## config.mk

```make
export PLATFORM = sky130hd
export DESIGN_NAME = bram_fifo_capture_ctrl
export DESIGN_NICKNAME = d
export VERILOG_FILES = /design/src/rtl/bram_fifo_pkg.sv /design/src/rtl/bram_fifo_trig_sync.sv /design/src/rtl/bram_fifo_capture_ctrl.sv
export SDC_FILE = /design/constraint.sdc
export NUM_CORES = 1
export LEC_CHECK = 0
export CORE_MARGIN = 2
export CORE_UTILIZATION = 58
export CTS_BUF_LIST = sky130_fd_sc_hd__clkbuf_4 sky130_fd_sc_hd__clkbuf_8
export DETAILED_ROUTE_END_ITERATION = 10
export PLACE_DENSITY = 0.91
export SYNTH_ARGS = -nofsm -noshare
export SYNTH_HDL_FRONTEND = slang
export SYNTH_SLANG_ARGS = --single-unit
```

## constraint.sdc

```tcl
create_clock -name i_bram_fifo_wr_clk -period 4.2 [get_ports i_bram_fifo_wr_clk]
set_input_delay 1.05 -clock i_bram_fifo_wr_clk [delete_from_list [all_inputs] [get_ports i_bram_fifo_wr_clk]]
set_output_delay 1.05 -clock i_bram_fifo_wr_clk [all_outputs]
set_load 0.01 [all_outputs]
```

## src/rtl/bram_fifo_pkg.sv

```systemverilog
// Shared definitions for the BRAM FIFO capture path: FSM encoding and
// capture-size constants used by the controller.
package bram_fifo_pkg;

    localparam logic [1:0] ST_IDLE      = 2'd0;
    localparam logic [1:0] ST_WAIT_TRIG = 2'd1;
    localparam logic [1:0] ST_CAPTURE   = 2'd2;
    localparam logic [1:0] ST_DONE      = 2'd3;

    localparam int unsigned EXP_OFFSET = 8;
    localparam int unsigned EXP_CLAMP  = 16;
    localparam int unsigned GRP_CNT_W  = 25;

    // Requests beyond the largest supported capture saturate rather than wrap.
    function automatic logic [4:0] clamp_exp(input logic [4:0] exp);
        return (exp > 5'(EXP_CLAMP)) ? 5'(EXP_CLAMP) : exp;
    endfunction

endpackage

```

## src/rtl/bram_fifo_trig_sync.sv

```systemverilog
// Two-flop synchronizer for the asynchronous external trigger followed by a
// rising-edge detector in the write clock domain.
module bram_fifo_trig_sync (
    input  logic clk_i,
    input  logic rst_ni,
    input  logic trig_i,
    output logic rise_o
);

    logic sync1_q;
    logic sync2_q;
    logic prev_q;

    always_ff @(posedge clk_i or negedge rst_ni) begin
        if (!rst_ni) begin
            sync1_q <= 1'b0;
            sync2_q <= 1'b0;
            prev_q  <= 1'b0;
        end else begin
            sync1_q <= trig_i;
            sync2_q <= sync1_q;
            prev_q  <= sync2_q;
        end
    end

    assign rise_o = sync2_q & ~prev_q;

endmodule

```

## src/rtl/bram_fifo_capture_ctrl.sv

```systemverilog
// Capture controller: arms on start, waits for trigger or timeout, then
// issues one FIFO write enable per ADC word group until the target is hit.
module bram_fifo_capture_ctrl
    import bram_fifo_pkg::*;
#(
    parameter int unsigned WORD_NUM_LOG2 = 3,
    parameter int unsigned TMO_W         = 24
) (
    input  logic                 i_bram_fifo_wr_clk,
    input  logic                 i_bram_fifo_reset_n,
    input  logic                 i_start,
    input  logic                 i_abort,
    input  logic [4:0]           i_capture_req_exp,
    input  logic                 i_ext_trig,
    input  logic                 i_ext_trig_en,
    input  logic [TMO_W-1:0]     i_trig_timeout,
    input  logic                 i_adc_valid,
    input  logic                 i_fifo_almost_full,
    output logic                 o_wr_clk_en,
    output logic                 o_busy,
    output logic                 o_done,
    output logic                 o_timeout,
    output logic                 o_trunc,
    output logic [GRP_CNT_W-1:0] o_grp_cnt
);

    logic [1:0]           state_q,   state_d;
    logic [4:0]           exp_q,     exp_d;
    logic [TMO_W-1:0]     tmo_cnt_q, tmo_cnt_d;
    logic [GRP_CNT_W-1:0] grp_cnt_q, grp_cnt_d;
    logic                 wr_en_q,   wr_en_d;
    logic                 done_q,    done_d;
    logic                 timeout_q, timeout_d;
    logic                 trunc_q,   trunc_d;

    logic                 trig_rise;
    logic [TMO_W-1:0]     tmo_next;
    logic [GRP_CNT_W-1:0] target;
    logic                 complete;

    bram_fifo_trig_sync u_trig_sync (
        .clk_i  (i_bram_fifo_wr_clk),
        .rst_ni (i_bram_fifo_reset_n),
        .trig_i (i_ext_trig),
        .rise_o (trig_rise)
    );

    assign target   = GRP_CNT_W'(1) << (32'(exp_q) + EXP_OFFSET - WORD_NUM_LOG2);
    assign complete = (grp_cnt_q >= target);
    assign tmo_next = tmo_cnt_q + TMO_W'(1);

    // The group count advances together with the registered enable, so the
    // target compare already accounts for the write in flight.
    always_comb begin
        state_d   = state_q;
        exp_d     = exp_q;
        tmo_cnt_d = tmo_cnt_q;
        grp_cnt_d = grp_cnt_q;
        wr_en_d   = 1'b0;
        done_d    = done_q;
        timeout_d = timeout_q;
        trunc_d   = trunc_q;

        if (i_abort) begin
            state_d = ST_IDLE;
        end else begin
            case (state_q)
                ST_IDLE, ST_DONE: begin
                    if (i_start) begin
                        state_d   = ST_WAIT_TRIG;
                        exp_d     = clamp_exp(i_capture_req_exp);
                        tmo_cnt_d = '0;
                        grp_cnt_d = '0;
                        done_d    = 1'b0;
                        timeout_d = 1'b0;
                        trunc_d   = 1'b0;
                    end
                end
                ST_WAIT_TRIG: begin
                    if (!i_ext_trig_en || trig_rise) begin
                        state_d = ST_CAPTURE;
                    end else if ((i_trig_timeout != '0) && (tmo_next == i_trig_timeout)) begin
                        state_d   = ST_DONE;
                        timeout_d = 1'b1;
                    end else begin
                        tmo_cnt_d = tmo_next;
                    end
                end
                ST_CAPTURE: begin
                    if (complete) begin
                        state_d = ST_DONE;
                        done_d  = 1'b1;
                    end else if (i_fifo_almost_full) begin
                        state_d = ST_DONE;
                        done_d  = 1'b1;
                        trunc_d = 1'b1;
                    end else if (i_adc_valid) begin
                        wr_en_d   = 1'b1;
                        grp_cnt_d = grp_cnt_q + GRP_CNT_W'(1);
                    end
                end
                default: state_d = ST_IDLE;
            endcase
        end
    end

    always_ff @(posedge i_bram_fifo_wr_clk or negedge i_bram_fifo_reset_n) begin
        if (!i_bram_fifo_reset_n) begin
            state_q   <= ST_IDLE;
            exp_q     <= '0;
            tmo_cnt_q <= '0;
            grp_cnt_q <= '0;
            wr_en_q   <= 1'b0;
            done_q    <= 1'b0;
            timeout_q <= 1'b0;
            trunc_q   <= 1'b0;
        end else begin
            state_q   <= state_d;
            exp_q     <= exp_d;
            tmo_cnt_q <= tmo_cnt_d;
            grp_cnt_q <= grp_cnt_d;
            wr_en_q   <= wr_en_d;
            done_q    <= done_d;
            timeout_q <= timeout_d;
            trunc_q   <= trunc_d;
        end
    end

    assign o_wr_clk_en = wr_en_q;
    assign o_busy      = (state_q == ST_WAIT_TRIG) || (state_q == ST_CAPTURE);
    assign o_done      = done_q;
    assign o_timeout   = timeout_q;
    assign o_trunc     = trunc_q;
    assign o_grp_cnt   = grp_cnt_q;

endmodule

```

==> summary.md <==
| Metric | Value |
|---|---|
| Post-Syn Area | 0.00528 sq mm |
| Worst setup path category | reg -> reg |
| Via count | 5317 |
| Arrival time worst endpoint | 4.11 ns |
| Worst reg2reg endpoint | o_grp_cnt[24]$_DFFE_PN0P_ |
| Critical path's largest stage delay | 0.60 ns |
| Internal power | 0.00131 W |
| Nets | 755 |
| Pre-CTS WS | 0.194 ns |
| Xor and xnor area share after synthesis | 9.30% |
| P per Cell Area | 370 mW/mm^2 |
| Gr busiest metal | met2 |
| Kind of start point of the critical path | flip-flop |
| Initial Utilization | 60.2% |
| Origin of the critical flop-to-flop path | exp_q[2]$_DFFE_PN0P_ |
| GRT met2 Usage | 48.4% |
| Post-Synth Adder-Cell Area | 6.88% |
| Num CTS Buffers | 9 |
| Hold WC Path Type | reg -> reg |
| CP startpoint | exp_q[2]$_DFFE_PN0P_ |
| CTS resizes | 0 |
| Clk root buf | clkbuf_8 |
| WL per Instance | 18.3 um |
| Reg2Reg Setup Slack | 0.31 ns |
| Proportion of synthesized area in mux cells | 0.617% |
| F_max | 257 MHz |
| Fin Clk Skew | 0.0107 ns |
| Final Max Slew Viols | 0 |
| Worst r2r path cells | 13 |
| Simple-gate share of the synthesized area | 32.3% |
| Core Area | 0.00876 sq mm |
| Number of global-route vias before repair | 5012 |
| Psw | 0.000958 W |
| Final Hold Fails | 0 |
| Layout area overhead | 16.3% |
| Avg Cell Area, Syn | 8.18 sq um |
| Worst setup margin | 0.310 ns |
| Yosys cell types | 67 |
| Synth area leaders | dfrtp_1, xnor2_1, ha_1, nand2_1, nor2_1 |
| CP required | 4.42 ns |
| Finished Layout Cells | 802 |
| RSZ-0062 raised after global routing | false |
| Sequential fraction of the synthesis area | 29.9% |
| Post-Syn Instances | 645 |
| Hold EP | u_trig_sync.sync2_q$_DFF_PN0_ |
| GRT met1 Usage | 40.6% |
| Hold Path Depth | 0 |
| I/O pin cnt | 67 |
| Clk buf depth | 2 |
| Hold WS | 0.351 ns |
| Synth area leader | dfrtp_1 |
| Top_reg_cell synth | dfrtp_1 |
| All-Layer GR Usage | 30.0% |
| Share of total power in sequential cells | 35.5% |
| Synthesis warning total | 0 |
| Largest family of logic cells by synthesized area | simple AND/OR/NAND/NOR gates |
| Crit-path max FO | 22 |
| Most frequent CP cell | nor2b_1 |
| Critical-path cell list | nor2b_1 -> nor2b_1 -> nand3_1 -> ha_1 -> nand2_1 -> o21ai_0 -> a221oi_1 -> and4b_1 -> a21oi_1 -> buf_4 -> nor4_1 -> xnor2_1 -> nor2_1 |
| Min cycle time layout | 3.89 ns |
| Async SR Flop Fraction | 100% |
| Antenna Nets Post-Route | 0 |
| Antenna violations before repair | 0 |
| HP Start | u_trig_sync.sync1_q$_DFF_PN0_ |
| Placed inst area | 0.00595 sq mm |
| Complex-gate fraction of the synthesized area | 16.4% |
| Switching share of power | 42.2% |
| Cts hold-fix bufs | 0 |
| LEAKAGE | 2.47 nW |
| Post-synth EDFFs | 0 |
| Gate power share | 43.1% |
| Clock tree sinks | 63 |
| IO buf count | 66 |
| Remaining routing DRC violations | 0 |
| Worst-path clk slew | 0.07 ns |
| Slew at the pin closest to its max-slew limit | 1.09 ns |
| Final Cell Area | 0.00613 sq mm |
| First-iteration detailed-routing DRC count | 587 |
| Maximum VDD drop | 0.386 mV |
| Worst Setup End Kind | flip-flop |
| Vias per cell | 6.63 |
| Die Y | 99.4 um |
| Crit path max-delay family | simple AND/OR/NAND/NOR gates |
| Skew-Pair Late Insertion Delay | 0.34 ns |
| Die area | 0.00988 sq mm |
| Row Count | 34 |
| CTS tree | yes |
| H-tree Lvls | 3 |
| Die width | 99.4 um |
| DP HPWL | 10.8 mm |
| Final setup violation count | 0 |
| Slowest CP cell | a221oi_1 |
| Yosys reg bits | 63 |
| Setup Buffers After CTS | 0 |
| Number of max-cap violations | 0 |
| Final wirelength | 14.7 mm |
| Worst rel slew slack | 27.3% |
| First-pass GRT wire length | 24.2 mm |
| Area share of the largest cell type after synthesis | 29.9% |
| Placed Cells | 786 |
| Clock share of power | 21.4% |
| CP bufs+invs | 1 |
| GPL Wtd Cong | 0.925 |
| Remaining global-route overflow | 0 |
| Largest net degree at the start of global routing | 40 |
| Status | completed |
| Fraction of layout cells with a size suffix above 1 | 5.76% |
| ANT cells | 0 |
| Total negative slack | 0 ns |
| Period utilisation layout | 92.6% |
| Pre-antenna DRT Iters | 5 |
| Met3 usage | 5.20% |
## Yosys cell counts, types with 5 or more instances
library cell / n
nand2b_1: 9
and3_1: 15
nand2_1: 72
nor2_1: 56
a21o_1: 5
nor3b_1: 12
dfrtp_1: 63
clkbuf_1: 28
and4_1: 10
a41o_1: 11
nand4_1: 19
nand3_1: 33
inv_1: 12
a31oi_1: 14
nor3_1: 24
nor4_1: 22
o211ai_1: 6
a21oi_1: 37
xor2_1: 14
nor2b_1: 7
o21ai_0: 16
ha_1: 29
xnor2_1: 42
buf_2: 13
and2_1: 6
## final cells by class
class,count,area (sq um)
Sequential cell,63,1580
Multi-Input combinational cell,529,3480
Tap cell,108,135
Fill cell,659,2630
Clock inverter,5,32.5
Inverter,12,45.0
Timing Repair Buffer,74,716
Clock buffer,11,151
## through the flow
stage	utilization [%]	total power (W)
floorplan	-	0.00148
global placement	67.9	0.00171
detailed placement	67.9	0.00177
CTS	70.0	0.00226
global route	70.0	0.00241
finish	70.0	0.00227
## worst max path at each step
stage	endpoint	slack, ns	cells after the start
final	o_grp_cnt[24]$_DFFE_PN0P_	0.31	13
after detailed placement	tmo_cnt_q[0]$_DFFE_PN0P_	0.19	9
after floorplan	o_grp_cnt[11]$_DFFE_PN0P_	1.02	13
after global placement	tmo_cnt_q[0]$_DFFE_PN0P_	0.33	9
after global routing	o_grp_cnt[7]$_DFFE_PN0P_	0.15	13
after CTS	o_grp_cnt[24]$_DFFE_PN0P_	0.43	13
## sequential cells by signal, indices dropped and copies added (netlist names), 2 cells and up
register	cells
exp_q	5
o_grp_cnt	25
state_q	2
tmo_cnt_q	24
## logic make-up after synthesis
logic type / Yosys count
multiplexers: 3
other: 2
flip-flops: 63
AO/OA/AOI/OAI: 128
AND/OR/NAND/NOR: 308
XOR/XNOR: 56
adder cells (fa/ha/maj): 29
buffers and inverters: 56
## cell usage in the layout (no fill, tap or decap), types with 7 or more instances in the layout
cell,Yosys,final
nand4_1,19,19
xnor2_1,42,42
ha_1,29,29
nor3_1,24,24
a31oi_1,14,14
clkbuf_8,0,11
and4_1,10,10
nand2_1,72,72
xor2_1,14,14
buf_4,1,8
nor3b_1,12,12
clkdlybuf4s50_1,0,65
nor2b_1,7,7
nor2_1,56,56
dfrtp_1,63,63
a21oi_1,37,37
o21ai_0,16,16
inv_1,12,12
nand2b_1,9,9
nand3_1,33,33
and3_1,15,15
nor4_1,22,22
a41o_1,11,11
## per-layer routing
layer / wire length (um) / part of all wire [%] / vias to the layer above
met1: 6120 / 42 / 2525
met2: 6970 / 47 / 281
met5: 0 / 0 / -
met3: 1240 / 8.4 / 46
met4: 382 / 2.6 / 0
li1: - / - / 2465
## power by group through the flow
stage,Combinational [W],Sequential (W),Clock (W)
5_1_grt,0.00107,0.000816,0.000524
6_report,0.000978,0.000806,0.000486
3_5_place_dp,0.000960,0.000809,0
2_1_floorplan,0.000737,0.000745,0
4_1_cts,0.000964,0.000800,0.000492
3_3_place_gp,0.000905,0.000800,0
No activity file was read; power rests on OpenSTA's default activity.
